===== src/rtl/seg_display_scanner_pkg.sv =====
// Shared constants for the debug seven-segment display scanner:
// hex-to-segment table (active-low g..a), blank pattern and dp bit position.
package seg_disp_pkg;

    // Segment pattern with every segment off, including the decimal point.
    localparam logic [7:0] SEG_BLANK = 8'hFF;

    // Position of the decimal point within the 8-bit segment bus.
    localparam int DP_BIT = 7;

    // Active-low g..a patterns for hex digits 0..F (dp not included).
    localparam logic [6:0] HEX_SEG_TABLE [16] = '{
        7'h40, 7'h79, 7'h24, 7'h30,
        7'h19, 7'h12, 7'h02, 7'h78,
        7'h00, 7'h10, 7'h08, 7'h03,
        7'h46, 7'h21, 7'h06, 7'h0E
    };

endpackage


===== src/rtl/seg_display_scanner_hex_to_seg.sv =====
// Combinational hex nibble to active-low seven-segment (g..a) decoder.
module hex_to_seg
    import seg_disp_pkg::*;
(
    input  logic [3:0] nibble,
    output logic [6:0] seg_n
);

    // Look up the segment pattern for the nibble.
    always_comb begin
        seg_n = HEX_SEG_TABLE[nibble];
    end

endmodule


===== src/rtl/seg_display_scanner.sv =====
// Multi-channel debug display scanner: selects one probe word (manual or
// auto-rotating), snapshots it once per scan frame and time-multiplexes its
// hex digits onto one active-low 8-segment bus.
// Optional build macro LEAD_ZERO_BLANK_EN: blank digits above the most
// significant nonzero nibble (digit 0 always shown).
module seg_display_scanner
    import seg_disp_pkg::*;
#(
    parameter int NUM_CH       = 4,
    parameter int DATA_W       = 32,
    parameter int SCAN_DIV     = 50000,
    parameter int DWELL_FRAMES = 256,
    parameter int CH_W         = (NUM_CH > 1) ? $clog2(NUM_CH) : 1
)
(
    input  logic                     clk,
    input  logic                     rst,
    input  logic [NUM_CH*DATA_W-1:0] ch_data,
    input  logic [CH_W-1:0]          choose,
    input  logic                     auto_en,
    output logic [2:0]               which,
    output logic [7:0]               seg,
    output logic [CH_W-1:0]          ch_idx,
    output logic                     frame_start
);

    localparam int DIGITS = DATA_W / 4;
    localparam int PW     = $clog2(SCAN_DIV);
    localparam int FW     = $clog2(DWELL_FRAMES + 1);

    localparam logic [PW-1:0]   PRESC_LAST = PW'(SCAN_DIV - 1);
    localparam logic [2:0]      DIGIT_LAST = 3'(DIGITS - 1);
    localparam logic [FW-1:0]   FRAME_LAST = FW'(DWELL_FRAMES - 1);
    localparam logic [CH_W-1:0] CH_LAST    = CH_W'(NUM_CH - 1);
    localparam logic [CH_W:0]   NUM_CH_V   = (CH_W + 1)'(NUM_CH);

    logic [PW-1:0]     presc_q, presc_d;
    logic [2:0]        digit_q, digit_d;
    logic [FW-1:0]     frame_cnt_q, frame_cnt_d;
    logic [CH_W-1:0]   ch_idx_q, ch_idx_d;
    logic [DATA_W-1:0] snap_q, snap_d;
    logic              auto_last_q, auto_last_d;
    logic [2:0]        which_q, which_d;
    logic [7:0]        seg_q, seg_d;
    logic              frame_start_q, frame_start_d;

    logic              tick_s;
    logic              frame_end_s;
    logic              choose_ok_s;
    logic [3:0]        nibble_s;
    logic [6:0]        hex_pat_s;
    logic [7:0]        seg_pat_s;

`ifdef LEAD_ZERO_BLANK_EN
    // Index of the most significant nonzero nibble; 0 when the word is zero.
    function automatic logic [2:0] top_nonzero(input logic [DATA_W-1:0] w);
        logic [2:0] r;
        r = 3'd0;
        for (int i = 0; i < DIGITS; i++) begin
            if (w[4*i +: 4] != 4'h0) begin
                r = 3'(i);
            end else begin
                r = r;
            end
        end
        return r;
    endfunction
`endif

    // Prescaler, digit counter and frame-end detection.
    always_comb begin
        tick_s      = (presc_q == PRESC_LAST);
        frame_end_s = tick_s && (digit_q == DIGIT_LAST);
        if (tick_s) begin
            presc_d = '0;
            if (digit_q == DIGIT_LAST) begin
                digit_d = 3'd0;
            end else begin
                digit_d = digit_q + 3'd1;
            end
        end else begin
            presc_d = presc_q + PW'(1);
            digit_d = digit_q;
        end
    end

    // Channel selection, dwell counting and snapshot, all applied at frame end.
    always_comb begin
        choose_ok_s = ({1'b0, choose} < NUM_CH_V);
        frame_cnt_d = frame_cnt_q;
        ch_idx_d    = ch_idx_q;
        snap_d      = snap_q;
        auto_last_d = auto_last_q;
        if (frame_end_s) begin
            auto_last_d = auto_en;
            if (auto_en != auto_last_q) begin
                // Mode changed since the previous frame: restart the dwell.
                frame_cnt_d = '0;
            end else if (auto_en) begin
                if (frame_cnt_q == FRAME_LAST) begin
                    frame_cnt_d = '0;
                    if (ch_idx_q == CH_LAST) begin
                        ch_idx_d = '0;
                    end else begin
                        ch_idx_d = ch_idx_q + CH_W'(1);
                    end
                end else begin
                    frame_cnt_d = frame_cnt_q + FW'(1);
                end
            end else begin
                frame_cnt_d = frame_cnt_q;
            end
            if (!auto_en && choose_ok_s) begin
                ch_idx_d = choose;
            end else begin
                ch_idx_d = ch_idx_d;
            end
            snap_d = ch_data[int'(ch_idx_d)*DATA_W +: DATA_W];
        end else begin
            snap_d = snap_q;
        end
    end

    // Select the nibble for the digit about to be shown (new snapshot at frame end).
    always_comb begin
        nibble_s = snap_d[4*int'(digit_d) +: 4];
    end

    hex_to_seg u_hex_to_seg (
        .nibble (nibble_s),
        .seg_n  (hex_pat_s)
    );

    // Compose the full segment pattern: optional blanking, then dp indicator.
    always_comb begin
        seg_pat_s = {1'b1, hex_pat_s};
`ifdef LEAD_ZERO_BLANK_EN
        if ((digit_d != 3'd0) && (digit_d > top_nonzero(snap_d))) begin
            seg_pat_s = SEG_BLANK;
        end else begin
            seg_pat_s = seg_pat_s;
        end
`endif
        if ((digit_d == 3'd0) && auto_en) begin
            seg_pat_s[DP_BIT] = 1'b0;
        end else begin
            seg_pat_s = seg_pat_s;
        end
    end

    // Registered display outputs change only on a digit tick.
    always_comb begin
        frame_start_d = frame_end_s;
        if (tick_s) begin
            which_d = digit_d;
            seg_d   = seg_pat_s;
        end else begin
            which_d = which_q;
            seg_d   = seg_q;
        end
    end

    // State and output registers with synchronous reset.
    always_ff @(posedge clk) begin
        if (rst) begin
            presc_q       <= '0;
            digit_q       <= 3'd0;
            frame_cnt_q   <= '0;
            ch_idx_q      <= '0;
            snap_q        <= '0;
            auto_last_q   <= 1'b0;
            which_q       <= 3'd0;
            seg_q         <= SEG_BLANK;
            frame_start_q <= 1'b0;
        end else begin
            presc_q       <= presc_d;
            digit_q       <= digit_d;
            frame_cnt_q   <= frame_cnt_d;
            ch_idx_q      <= ch_idx_d;
            snap_q        <= snap_d;
            auto_last_q   <= auto_last_d;
            which_q       <= which_d;
            seg_q         <= seg_d;
            frame_start_q <= frame_start_d;
        end
    end

    assign which       = which_q;
    assign seg         = seg_q;
    assign ch_idx      = ch_idx_q;
    assign frame_start = frame_start_q;

endmodule


===== config.mk =====
export PLATFORM = sky130hd
export DESIGN_NAME = seg_display_scanner
export DESIGN_NICKNAME = d
export VERILOG_FILES = /design/src/rtl/seg_display_scanner_pkg.sv /design/src/rtl/seg_display_scanner_hex_to_seg.sv /design/src/rtl/seg_display_scanner.sv
export SDC_FILE = /design/constraint.sdc
export NUM_CORES = 1
export LEC_CHECK = 0
export CORE_MARGIN = 4
export CORE_UTILIZATION = 24
export CTS_BUF_LIST = sky130_fd_sc_hd__clkbuf_8
export CTS_CLUSTER_DIAMETER = 50
export DETAILED_ROUTE_END_ITERATION = 10
export GPL_TIMING_DRIVEN = 0
export MAX_ROUTING_LAYER = met4
export PLACE_DENSITY = 0.45
export SLEW_MARGIN = 30
export SYNTH_ARGS = -nofsm -noshare
export SYNTH_HDL_FRONTEND = slang
export SYNTH_SLANG_ARGS = --single-unit

===== constraint.sdc =====
create_clock -name clk -period 5.96 [get_ports clk]
set_input_delay 0.894 -clock clk [delete_from_list [all_inputs] [get_ports clk]]
set_output_delay 0.894 -clock clk [all_outputs]
set_load 0.05 [all_outputs]

==> key figures, run 1 <==
Clock network
  – H-tree Lvls: 3
  – Longest Clk Path Bufs: 2
  – Hold Buf Count CTS: 0
  – CTS Root Cell: clkbuf_8
  – Worst-Skew Late Latency: 0.36 ns
  – Post-CTS Setup Bufs: 0
  – Post-CTS Resized: 0
  – CTS Sinks: 75
  – CTS buffer count: 9
  – CTS tree: yes
  – Clk slew on worst S/H paths: 0.08 ns

Die
  – Die ar.: 23000 µm²
  – # IOs: 147
  – Chip height: 152 µm
  – Starting density of the core: 0.244
  – Core area: 20300 µm²
  – Die X: 152 µm
  – Row cnt: 52

Timing
  – Clock skew: 0.00950 ns
  – Unrepaired setup endpoints after global routing: no
  – Fin. Hold Viols: 0
  – Rel. slew slack: 0.421
  – Setup TNS: 0 ns
  – Final period util: 0.904
  – Fmax: 186 MHz
  – Setup WS post-layout: 0.572 ns
  – Tmin final: 5.39 ns
  – Slew @ Worst Pin: 0.861 ns
  – Max-slew violations: 0
  – WHS: 0.455 ns
  – Final setup fails: 0

Critical path
  – Worst r2r dst: seg[0]$_SDFFE_PP1N_
  – Crit Path Max Fanout: 10
  – Reg2reg path depth: 18
  – Reg2reg start: auto_last_q$_SDFFE_PP0N_
  – Crit. End Element: flip-flop
  – Worst Path Class, Setup: in -> reg
  – Worst EP arrival: 5.63 ns
  – Setup crit start kind: primary input
  – R2r setup slk: 1.68 ns
  – Crit path required time: 6.20 ns

Routing
  – Vias per cell: 4.76
  – Drt drc: 0
  – 1st-pass router iterations: 5
  – Initial drt markers: 291
  – WL per Instance: 16.1 µm
  – Drt total wl: 17900 µm
  – Remaining antenna violation count after routing: 0
  – Via Count: 5289

Placement
  – Placement Setup Slack: -0.116 ns
  – IO Port Bufs: 145
  – Detailed placement HPWL: 14200 µm
  – Placed cell count: 1096
  – Placement Cell Area: 6750 µm²
  – GP Congestion: 0.812

Synth
  – Post-synth ARST share: 0
  – Syn_area_per_cell: 7.28 µm²
  – Synthesized instance count: 681
  – EDFF count, synth: 0
  – Syn Nets: 826
  – Cell variety after synth: 63
  – Syn Std Cell Area: 4960 µm²
  – Seq/Total Area, Yosys: 0.303
  – Synth warn: 0
  – Top FF cell, synth: dfxtp_1
  – Synth Register Bits: 75

Power
  – Sw Share: 0.243
  – Register share of total power: 0.446
  – Total chip power: 1.13 mW
  – Pwr Density: 162 nW/µm²
  – P_leak: 2.58 nW
  – Clock share of power: 0.391
  – Switching power: 0.275 mW
  – Peak VDD IR: 67.3 µV
  – Comb power frac: 0.164
  – Power Internal: 0.855 mW

Min path
  – Hold Startpoint: snap_q[6]$_SDFF_PP0_
  – Min-Delay Endpoint: snap_q[6]$_SDFF_PP0_
  – Min-delay worst type: reg -> reg
  – Cells on Worst Hold Path: 2

Run status
  – Status: finished, final reports clean

Layout
  – Fraction of layout cells with a size suffix above 1: 0.0665
  – Final-stage net count: 982
  – Cell Count, Final, Fillers Out: 1112
  – Final core occ: 0.343
  – ANT cells: 0
  – Layout area overhead: 40.5%
  – Post-route cell area: 6970 µm²

GRT
  – Number of global-route vias before repair: 5246
  – GRT Util Overall: 0.161
  – Grt ovf: 0
  – First-pass GRT wire length: 27900 µm
  – Initial antenna violation count: 0
  – Largest net degree at the start of global routing: 13

Flow run
  – Maxcap violations: 0
==> critical path: stages <==
cell	delay (ns)
clkdlybuf4s50_1	0.51
clkbuf_2	0.29
inv_1	0.11
ha_1	0.33
or2_1	0.21
buf_2	0.18
or4_1	0.52
clkbuf_1	0.20
nand3_2	0.10
buf_4	0.19
clkbuf_1	0.38
nand2_1	0.10
nand3_1	0.12
a31oi_1	0.13
nand2_1	0.10
nand4_1	0.30
ha_1	0.34
or3_1	0.37
o211ai_1	0.12
a21oi_1	0.09
==> flip-flops by register name, indices dropped and copies added, names as in the netlist <==
| register | cells |
|---|---|
| auto_last_q | 1 |
| seg | 8 |
| presc_q | 16 |
| which | 3 |
| frame_cnt_q | 9 |
| frame_start | 1 |
| ch_idx | 2 |
| digit_q | 3 |
| snap_q | 32 |
==> worst max path at each step <==
stage               startpoint             endpoint  slack [ns]  cells after the start
floorplan              auto_en  seg[0]$_SDFFE_PP1N_        1.43                     19
global placement       auto_en  seg[0]$_SDFFE_PP1N_       -0.11                     21
detailed placement     auto_en  seg[0]$_SDFFE_PP1N_       -0.12                     21
CTS                    auto_en  seg[0]$_SDFFE_PP1N_        0.27                     21
global route           auto_en  seg[0]$_SDFFE_PP1N_        0.25                     20
finish                 auto_en  seg[0]$_SDFFE_PP1N_        0.57                     20
==> cells in the final DEF (no fill, tap or decap), drive strengths merged, types with 2 or more instances in the layout <==
cell type and count:
clkdlybuf4s50 145, nand2 127, dfxtp 75, nand3 66, nor2 60, a21oi 58, clkbuf 36, inv 27
nand4 24, o211ai 22, mux2i 20, o21ai 20, buf 17, and2 13, nor3 13, a31oi 12
ha 12, xor2 11, xnor2 9, and3 8, a211oi 7, mux2 6, o31ai 5, o31a 4
or3 4, or2 4, o22ai 3, nor4 3, nor2b 2, nand2b 2, o22a 2, a32oi 2
bufinv 2, o41ai 2, or4 2, a21boi 2, clkinv 2
==> Yosys cell counts, types with 2 or more instances <==
master	number	area, µm²
xnor2_1	9	78.8
o22a_1	2	17.5
a21oi_1	55	275
o21ai_0	17	85.1
nor4_1	2	12.5
buf_6	5	56.3
or3_1	4	25.0
o211ai_1	22	165
a31oi_1	12	75.1
nor3_2	3	30.0
a21oi_2	3	26.3
a32oi_1	2	17.5
clkbuf_1	25	93.8
ha_1	12	150
buf_1	5	18.8
o21ai_1	2	10.0
mux2i_1	20	200
nand2_1	127	477
nand2b_1	2	12.5
o31ai_1	5	37.5
xor2_1	11	96.3
nor2_1	59	221
and3_1	8	50.1
mux2_2	6	67.6
or2_2	3	18.8
nand3_1	63	315
nor3_1	10	50.1
a211oi_1	7	52.6
o31a_1	4	35.0
o22ai_1	3	18.8
and2_1	13	81.3
dfxtp_1	75	1500
nand4_1	23	144
buf_2	7	35.0
nor2b_1	2	12.5
nand3_2	2	20.0
inv_1	25	93.8
==> power by group through the flow <==
stage	sequential, mW	combinational [mW]	clock (mW)
floorplan	0.515	0.0739	0
global placement	0.516	0.187	0
detailed placement	0.516	0.187	0
CTS	0.504	0.188	0.463
global route	0.504	0.203	0.476
finish	0.504	0.185	0.442
==> layer usage <==
layer | vias up | part of all wire | global-route usage
li1 | 2724 | - | -
met1 | 2416 | 0.46 | 0.199
met2 | 132 | 0.48 | 0.272
met3 | 17 | 0.046 | 0.0208
met4 | 0 | 0.016 | 0.0512
met5 | - | 0 | -
==> cells by family after synthesis <==
group,Yosys count,share of synthesized area
AND/OR/NAND/NOR,332,0.319
AO/OA/AOI/OAI,148,0.197
flip-flops,75,0.303
buffers and inverters,68,0.0616
multiplexers,26,0.0540
XOR/XNOR,20,0.0353
adder cells (fa/ha/maj),12,0.0303
==> final cells by class <==
class / count / area (µm²)
buffer: 43 / 213
clock buffer: 10 / 138
clock inverter: 6 / 81.3
fill: 2251 / 13300
inverter: 25 / 93.8
multi-input combinational: 538 / 3150
sequential: 75 / 1500
tap: 270 / 338
timing repair buffer: 145 / 1450
Note: power is estimated with default switching activity, not from simulation.
==> run 2: changes to the inputs <==
Settings changed: CTS_BUF_LIST sky130_fd_sc_hd__clkbuf_8 to sky130_fd_sc_hd__clkbuf_2 sky130_fd_sc_hd__clkbuf_4 sky130_fd_sc_hd__clkbuf_8.
==> run 2 against run 1 <==
Compared with the run above:
- sequential share of layout area hardly changed
- count of clock-buffer cells in the layout rose by 2
- largest power group unchanged
- final cell count is the same
- global-route usage did not move
- power up 1.1%
- highest routed layer unchanged
- flip-flop and latch count stayed put
==> key figures, run 2 (same netlist as run 1, synthesis figures left out) <==
Run status
  – Status: finished, final reports clean

GRT
  – Initial antenna violation count: 0 (unchanged)
  – Largest net degree at the start of global routing: 13 (unchanged)
  – Number of global-route vias before repair: 5246 (unchanged)
  – Grt ovf: 0 (unchanged)
  – GRT Util Overall: 0.161 (unchanged)
  – First-pass GRT wire length: 27900 µm (unchanged)

Timing
  – Tmin final: 5.39 ns (-0.000100 ns)
  – Max-slew violations: 0 (unchanged)
  – Fin. Hold Viols: 0 (unchanged)
  – Clock skew: 0.00950 ns (+0.00000156 ns)
  – Final setup fails: 0 (unchanged)
  – Rel. slew slack: 0.421 (about the same)
  – Unrepaired setup endpoints after global routing: no
  – Final period util: 0.904 (about the same)
  – WHS: 0.455 ns (+0.000471 ns)
  – Slew @ Worst Pin: 0.861 ns (-0.00000119 ns)
  – Fmax: 186 MHz (about the same)

Routing
  – Initial drt markers: 291 (unchanged)
  – WL per Instance: 16.1 µm (unchanged)
  – Vias per cell: 4.76 (about the same)
  – Via Count: 5293 (+0.076%)
  – Drt drc: 0 (unchanged)
  – 1st-pass router iterations: 5 (unchanged)
  – Remaining antenna violation count after routing: 0 (unchanged)
  – Drt total wl: 17900 µm (unchanged)

Die
  – Die ar.: 23000 µm² (unchanged)
  – Starting density of the core: 0.244 (unchanged)
  – # IOs: 147 (unchanged)
  – Core area: 20300 µm² (unchanged)
  – Chip height: 152 µm (unchanged)
  – Row cnt: 52 (unchanged)
  – Die X: 152 µm (unchanged)

Layout
  – ANT cells: 0 (unchanged)
  – Top flop regs: snap_q: 32 flops, presc_q: 16 flops, frame_cnt_q: 9 flops
  – Post-route cell area: 6970 µm² (+0.11%)
  – Commonest non-fill, non-tap cell in the layout: clkdlybuf4s50_1
  – Biggest register: snap_q
  – Max FFs per register: 32 (unchanged)
  – Layout area overhead: 40.7%
  – Final-stage net count: 982 (unchanged)
  – Fraction of layout cells with a size suffix above 1: 0.0689 (+0.00238)
  – Fillers: 2247 (-0.18%)
  – Most frequent cells in the layout: clkdlybuf4s50_1, nand2_1, dfxtp_1

Clock network
  – CTS Sinks: 75 (unchanged)
  – Clk slew on worst S/H paths: 0.07 ns (about the same)
  – Longest Clk Path Bufs: 2 (unchanged)
  – Worst-Skew Late Latency: 0.36 ns (about the same)
  – CTS tree: yes
  – CTS Root Cell: clkbuf_8
  – CTS buffer count: 9 (unchanged)
  – H-tree Lvls: 3 (unchanged)

Power
  – Peak VDD IR: 67.3 µV (about the same)
  – Pwr Density: 164 nW/µm² (+0.96%)
  – Total chip power: 1.14 mW (+1.1%)
  – P_leak: 2.58 nW (about the same)

Critical path
  – Worst Path Class, Setup: in -> reg
  – Setup crit start kind: primary input
  – Top delay family on crit path: buffers and inverters
  – Worst-path cell chain: clkdlybuf4s50_1, clkbuf_2, inv_1, ha_1, or2_1, buf_2, or4_1, clkbuf_1, nand3_2, buf_4, clkbuf_1, nand2_1, nand3_1, a31oi_1, nand2_1, nand4_1, ha_1, or3_1, o211ai_1, a21oi_1
  – Crit Path Max Fanout: 10 (unchanged)
  – CP max-delay cell: or4_1
  – Crit. End Element: flip-flop
  – CP Buf/Inv Count: 7 (unchanged)
  – Max incr delay on CP: 0.52 ns (about the same)
  – Worst EP arrival: 5.63 ns (about the same)
  – Crit path required time: 6.20 ns (about the same)

Placement
  – Detailed placement HPWL: 14200 µm (unchanged)
  – GP Congestion: 0.812 (unchanged)
  – IO Port Bufs: 145 (unchanged)
  – Placement Cell Area: 6750 µm² (unchanged)

Flow run
  – Maxcap violations: 0 (unchanged)

Min path
  – Min-delay worst type: reg -> reg
==> run 2: cell count changes in the layout (fill, tap and decap cells not counted), sizes merged <==
cell,delta
inv,-2
clkbuf,+2
==> run 2: final timing paths <==
kind                           endpoint  depth (start not counted)  slack, ns                startpoint
setup / recovery    seg[0]$_SDFFE_PP1N_                         20       0.57                   auto_en
hold / removal    snap_q[26]$_SDFF_PP0_                          2       0.46     snap_q[26]$_SDFF_PP0_
setup reg to reg    seg[0]$_SDFFE_PP1N_                         18       1.68  auto_last_q$_SDFFE_PP0N_
hold reg to reg   snap_q[26]$_SDFF_PP0_                          2       0.46     snap_q[26]$_SDFF_PP0_
==> run 2: through the flow <==
stage	cells	TNS (ns)	worst slack, ns	util
after CTS	1112	0	0.269	0.343
final	1112	0	0.572	0.344
after floorplan	681	0	1.43	-
after detailed placement	1096	-0.208	-0.116	0.332
after global placement	1096	-0.194	-0.108	0.332
after global routing	1112	0	0.249	0.344
==> run 2: repair_timing <==
action,in CTS,in global routing
buffers inserted,0,0
gates resized for setup,0,1
setup endpoints to repair,0,1
hold buffers,0,0
==> run 2: worst reg2reg max path: cells and delay by family, from the launching register on <==
| family | cells | cell delay [ns] |
|---|---|---|
| and+or+nand+nor | 8 | 1.82 |
| AOI/OAI and AO/OA | 3 | 0.34 |
| buffers and inverters | 5 | 1.01 |
| DFF | 1 | 0.34 |
| adders and majority gates | 2 | 0.63 |
==> run 2: layout make-up <==
class / instances / area, µm² / area share
Multi-Input combinational cell: 538 / 3150 / 0.452
Sequential cell: 75 / 1500 / 0.215
Timing Repair Buffer: 145 / 1450 / 0.208
Tap cell: 270 / 338 / 0.0484
Buffer: 43 / 213 / 0.0305
Clock buffer: 12 / 153 / 0.0219
Inverter: 25 / 93.8 / 0.0135
Clock inverter: 4 / 73.8 / 0.0106
==> run 2: where the power goes <==
| group | switching (mW) | total (mW) | internal (mW) |
|---|---|---|---|
| clock network | 0.197 | 0.454 | 0.257 |
| registers | 0.00164 | 0.504 | 0.502 |
| logic | 0.0762 | 0.185 | 0.109 |
==> run 2: metal layers <==
metal | vias up | share of wire | GRT usage
li1 | 2724 | - | -
met1 | 2415 | 0.46 | 0.199
met2 | 137 | 0.48 | 0.272
met3 | 17 | 0.047 | 0.0208
met4 | 0 | 0.016 | 0.0512
met5 | - | 0 | -
==> run 3: changes to the inputs <==
Settings changed: HOLD_SLACK_MARGIN set to 0.03, SETUP_SLACK_MARGIN set to 0.15.
==> results of run 3 <==
Same layout as run 2: the final DEF is identical, and so are final timing and power.
